--- config.mk ---
export PLATFORM = sky130hd
export DESIGN_NAME = rv32i_exec_unit
export DESIGN_NICKNAME = d
export VERILOG_FILES = /design/src/rtl/rv32i_exec_unit.sv
export SDC_FILE = /design/constraint.sdc
export NUM_CORES = 1
export LEC_CHECK = 0
export BUFFER_PORTS_ARGS = -buffer_cell sky130_fd_sc_hd__buf_2
export CAP_MARGIN = 40
export CORE_MARGIN = 2
export CORE_UTILIZATION = 60
export CTS_BUF_LIST = sky130_fd_sc_hd__clkbuf_4 sky130_fd_sc_hd__clkbuf_8 sky130_fd_sc_hd__clkbuf_16
export CTS_CLUSTER_DIAMETER = 100
export DETAILED_ROUTE_END_ITERATION = 12
export GPL_TIMING_DRIVEN = 1
export PLACE_DENSITY_LB_ADDON = 0.1
export SYNTH_ARGS = -nofsm -noshare
export SYNTH_HDL_FRONTEND = slang
export SYNTH_SLANG_ARGS = --single-unit
--- constraint.sdc ---
create_clock -name i_clk -period 9.6 [get_ports i_clk]
set_input_delay 0.96 -clock i_clk [delete_from_list [all_inputs] [get_ports i_clk]]
set_output_delay 0.96 -clock i_clk [all_outputs]
set_load 0.02 [all_outputs]
--- src/rtl/rv32i_exec_unit.sv ---
// rv32i_exec_unit
//   Execute stage of the RV32I core. Takes the two register-file operands
//   (or operand A plus a sign-extended immediate) and performs the RV32I
//   integer ALU operation. Non-shift operations, and shifts by zero, give
//   a result in one cycle. Shifts by n > 0 move 1 bit per cycle and give
//   a result after 1+n cycles. The result goes to the register-file
//   write-back port.
//
// Ports
//   i_clk, i_rst          clock and synchronous active-high reset
//   i_valid / o_ready     accept handshake (o_ready depends only on state)
//   i_funct3, i_alt       operation select (i_alt = instruction bit 30)
//   i_is_imm              selects i_imm instead of i_rs2 as operand B
//   i_rs1, i_rs2, i_imm   operands
//   i_rd_addr             destination register
//   o_wb_we/addr/data     register-file write-back port
//   o_busy                an iterative shift is in progress
module rv32i_exec_unit #(
  parameter int XLEN    = 32,
  parameter int SHAMT_W = 5
) (
  input  logic               i_clk,
  input  logic               i_rst,
  input  logic               i_valid,
  output logic               o_ready,
  input  logic [2:0]         i_funct3,
  input  logic               i_alt,
  input  logic               i_is_imm,
  input  logic [XLEN-1:0]    i_rs1,
  input  logic [XLEN-1:0]    i_rs2,
  input  logic [XLEN-1:0]    i_imm,
  input  logic [4:0]         i_rd_addr,
  output logic               o_wb_we,
  output logic [4:0]         o_wb_addr,
  output logic [XLEN-1:0]    o_wb_data,
  output logic               o_busy
);

  typedef enum logic {S_IDLE, S_SHIFT} state_t;

  state_t              state_q;
  logic [SHAMT_W-1:0]  cnt_q;
  logic [XLEN-1:0]     work_q;
  logic                left_q;
  logic                arith_q;
  logic [4:0]          rd_q;
  logic                wb_we_q;
  logic [4:0]          wb_addr_q;
  logic [XLEN-1:0]     wb_data_q;

  logic [XLEN-1:0]     op_b_d;
  logic [SHAMT_W-1:0]  shamt_d;
  logic                is_shift_d;
  logic                is_sub_d;
  logic [XLEN-1:0]     alu_res_d;
  logic [XLEN-1:0]     step_d;

  // Single-cycle ALU. Shift codes only reach here with a zero shift
  // amount, so they pass operand A through.
  function automatic logic [XLEN-1:0] alu(input logic [2:0]      f3,
                                          input logic            sub,
                                          input logic [XLEN-1:0] a,
                                          input logic [XLEN-1:0] b);
    logic signed [XLEN-1:0] sa;
    logic signed [XLEN-1:0] sb;
    sa = $signed(a);
    sb = $signed(b);
    case (f3)
      3'b000:  alu = sub ? (a - b) : (a + b);
      3'b010:  alu = (sa < sb) ? XLEN'(1) : '0;
      3'b011:  alu = (a < b)   ? XLEN'(1) : '0;
      3'b100:  alu = a ^ b;
      3'b110:  alu = a | b;
      3'b111:  alu = a & b;
      default: alu = a;
    endcase
  endfunction

  // One bit of shift: left fills 0, right fills 0 or replicates the sign.
  function automatic logic [XLEN-1:0] shift1(input logic            left,
                                             input logic            arith,
                                             input logic [XLEN-1:0] v);
    if (left) shift1 = {v[XLEN-2:0], 1'b0};
    else      shift1 = {arith & v[XLEN-1], v[XLEN-1:1]};
  endfunction

  always_comb begin
    op_b_d     = i_is_imm ? i_imm : i_rs2;
    shamt_d    = op_b_d[SHAMT_W-1:0];
    is_shift_d = (i_funct3 == 3'b001) || (i_funct3 == 3'b101);
    // ADDI has no SUB form even when bit 30 of the immediate is set.
    is_sub_d   = i_alt && !i_is_imm;
    alu_res_d  = alu(i_funct3, is_sub_d, i_rs1, op_b_d);
    step_d     = shift1(left_q, arith_q, work_q);
  end

  always_ff @(posedge i_clk) begin
    if (i_rst) begin
      state_q   <= S_IDLE;
      cnt_q     <= '0;
      wb_we_q   <= 1'b0;
      wb_addr_q <= '0;
      wb_data_q <= '0;
    end else begin
      wb_we_q <= 1'b0;
      case (state_q)
        S_IDLE: begin
          if (i_valid) begin
            if (is_shift_d && (shamt_d != '0)) begin
              work_q  <= i_rs1;
              left_q  <= (i_funct3 == 3'b001);
              arith_q <= i_alt;
              rd_q    <= i_rd_addr;
              cnt_q   <= shamt_d;
              state_q <= S_SHIFT;
            end else begin
              wb_data_q <= alu_res_d;
              wb_addr_q <= i_rd_addr;
              wb_we_q   <= (i_rd_addr != 5'd0);
            end
          end
        end
        S_SHIFT: begin
          work_q <= step_d;
          cnt_q  <= cnt_q - 1'b1;
          // Last bit: the shifted value is the result.
          if (cnt_q == SHAMT_W'(1)) begin
            wb_data_q <= step_d;
            wb_addr_q <= rd_q;
            wb_we_q   <= (rd_q != 5'd0);
            state_q   <= S_IDLE;
          end
        end
        default: state_q <= S_IDLE;
      endcase
    end
  end

  assign o_ready   = (state_q == S_IDLE);
  assign o_busy    = (state_q == S_SHIFT);
  assign o_wb_we   = wb_we_q;
  assign o_wb_addr = wb_addr_q;
  assign o_wb_data = wb_data_q;

endmodule

==> impl_metrics.yaml <==
route:
  wl_met3_mm: 3.64
  route.met2.wl_mm: 13.4
  post_drt_wl_per_cell_um: 20.6
  vias_per_cell: 6.42
  ant_nets: 0
  highest_layer: "met4"
  drc: 0
  firstDrtPassIters: 6
  wl_met1_mm: 14.6
  wl_mm: 32.5
  first_iter_violations: 1376
  via_count: 10200
cts:
  cts_inserted_buffers: 9
  hold_buffers: 0
  htree_num_levels: 3
  ctsResizeCount: 0
  clockRootBuffer: "clkbuf_16"
  clkSlewWorstSetupHoldPaths_ns: 0.07
  cts_buffer_depth: 2
  cts_setup_buffers: 0
  worstSkewPairLatency_ns: 0.35
  numClockSinks: 83
  tritoncts: "built"
logic_synthesis:
  ys_ff_latch: 83
  yosysWarningCount: 0
  synthesis.nets: 1491
  postSynthCellCount: 1266
  synth_edf_count: 39
  syn_avg_cell_area_um2: 7.58
  yosysUniqueCellTypes: 72
  synth_seq_area_share_pct: 21.4
  async_flop_share_pct: 0
  netlist_area_um2: 9590
  synthFlopType: "dfxtp_1"
worst_setup_path:
  crit_arrival_ns: 5.45
  crit_type: "input pin to flip-flop"
  critPathLaunchType: "input pin"
  crit_buf_inv: 3
  critPathRequiredTime_ns: 9.86
  cpPeakStageDelay_ns: 0.69
  cp_max_fo: 34
  cpMaxStageDelayCell: "o41ai_2"
  crit_path_end_kind: "flip-flop"
  cp_top_family: "compound AO/OA/AOI/OAI gates"
  cp_cell_sequence: "buf_2 > buf_4 > mux2i_1 > inv_1 > ha_1 > fa_1 > o21bai_1 > a221oi_1 > o31ai_2 > a211oi_1 > o41ai_2 > a21oi_2 > o31ai_1 > and3_1 > o31ai_1 > a221oi_1"
finish:
  final_cell_mix: "148 x buf_2, 121 x nand2_1, 120 x inv_1, 114 x ha_1, 111 x nor2_1"
  utilization_pct: 67.8
  diodes: 0
  drive_above_1_share_pct: 15.4
  final_common_cell: "buf_2"
  finalNetCount: 1587
  area_growth_pct: 11.5
  n_fill_cell: 1485
floorplan:
  core_um2: 15800
  die_area_um2: 17000
  die_y_um: 130
  fp-row-count: 46
  die_x_um: 130
  initial_core_util_pct: 60.8
  ioPinCount: 149
timing:
  whs_ns: 0.451
  drv_slew: 0
  period_share_pct: 54.0
  skew_ns: 0.0106
  finalSetupTns_ns: 0
  finalHoldViolations: 0
  fin_ws_ns: 4.41
  setup_viol: 0
  min_period_ns: 5.19
  tightestPinTransition_ns: 1.00
  rsz0062_at_grt: "no"
  fmax_ghz: 0.193
  slew_headroom_pct: 33.4
power:
  vdd_drop_max_mv: 0.0700
  power_density_nw_per_um2: 123
  p_leak_nw: 4.93
  power_mw: 1.32
global_route:
  grt_pass1_vias: 9029
  grt_use_total_pct: 37.4
  antenna_found_initial: 0
  grt-ovfl-total: 0
  grt_max_degree: 73
  grt_pass1_wl_mm: 49.1
status:
  status: "finished clean"
placed_design:
  place_congestion: 0.998
  pre_cts_ws_ns: 4.17
  io_buffers: 148
  dp_hpwl_mm: 23.3
flow_run:
  cap_viol_max_count: 0
worst_hold_path:
  hp-class: "flip-flop to flip-flop"
-- report_power, final --
group	total, mW	leakage [nW]	switching, mW	internal (mW)
Combinational	0.576	4.07	0.364	0.212
Sequential	0.412	0.719	0.0152	0.396
Clock	0.330	0.141	0.146	0.184
Total	1.32	4.93	0.525	0.792
-- path summary, 6_finish.rpt --
path	cells after the start	startpoint	slack [ns]	end
worst min-delay path	2	o_wb_data[7]	0.45	o_wb_data[7]
worst max-delay path	16	i_is_imm	4.41	o_wb_data[26]
worst min register to register	2	o_wb_data[7]	0.45	o_wb_data[7]
worst max register to register	9	cnt_q[0]	6.30	o_wb_data[31]
-- cells by family after synthesis --
logic type | synth area share [%]
adder cells (fa/ha/maj) | 15.3
XOR/XNOR | 3.47
multiplexers | 7.52
flip-flops | 21.4
AO/OA/AOI/OAI | 26.4
AND/OR/NAND/NOR | 18.1
buffers and inverters | 7.86
-- per-layer routing --
| metal | up-vias | track usage [%] |
|---|---|---|
| met1 | 4740 | 54.7 |
| met4 | 0 | 11.7 |
| met2 | 628 | 55.6 |
| met5 | - | 0 |
| li1 | 4728 | - |
| met3 | 70 | 7.45 |
-- synth_stat cells (33+ instances only) --
master	number	area (um^2)
a21oi_1	83	415
clkbuf_1	57	214
dfxtp_1	44	881
edfxtp_1	39	1170
ha_1	114	1430
inv_1	120	450
mux2i_1	53	531
nand2_1	121	454
nor2_1	113	424
nor3_1	41	205
o21ai_0	83	415
o22ai_1	33	206
xnor2_1	36	315
-- final cells by class --
cell class                 instances  area (um^2)  share of cell area [%]
tap                              216          270                    2.53
clock inverter                     5         26.3                   0.246
timing repair buffer             162          846                    7.91
sequential                        83         2050                    19.2
clock buffer                      11          246                    2.30
inverter                         121          454                    4.25
multi-input combinational        985         6800                    63.6
-- worst register-to-register path, stage by stage, from the launching register on --
cell      delay [ns]
dfxtp_1         0.40
ha_1            0.16
nor4b_1         0.66
or2_2           0.57
buf_4           0.49
nor2_1          0.14
nor2_1          0.13
or4b_1          0.44
a21oi_1         0.13
nand3b_1        0.11
-- stage by stage --
stage | instance area (um^2) | std cells
after global placement | 10400 | 1567
after floorplan | 9590 | 1266
final | 10700 | 1583
after global routing | 10700 | 1583
after detailed placement | 10400 | 1567
after CTS | 10700 | 1583
-- state kept, by name, indices dropped and copies added (netlist names) --
signal     count
o_wb_data     32
cnt_q          5
arith_q        1
work_q        32
o_wb_addr      5
o_wb_we        1
o_busy         1
left_q         1
rd_q           5
No activity file was read; power rests on OpenSTA's default activity.
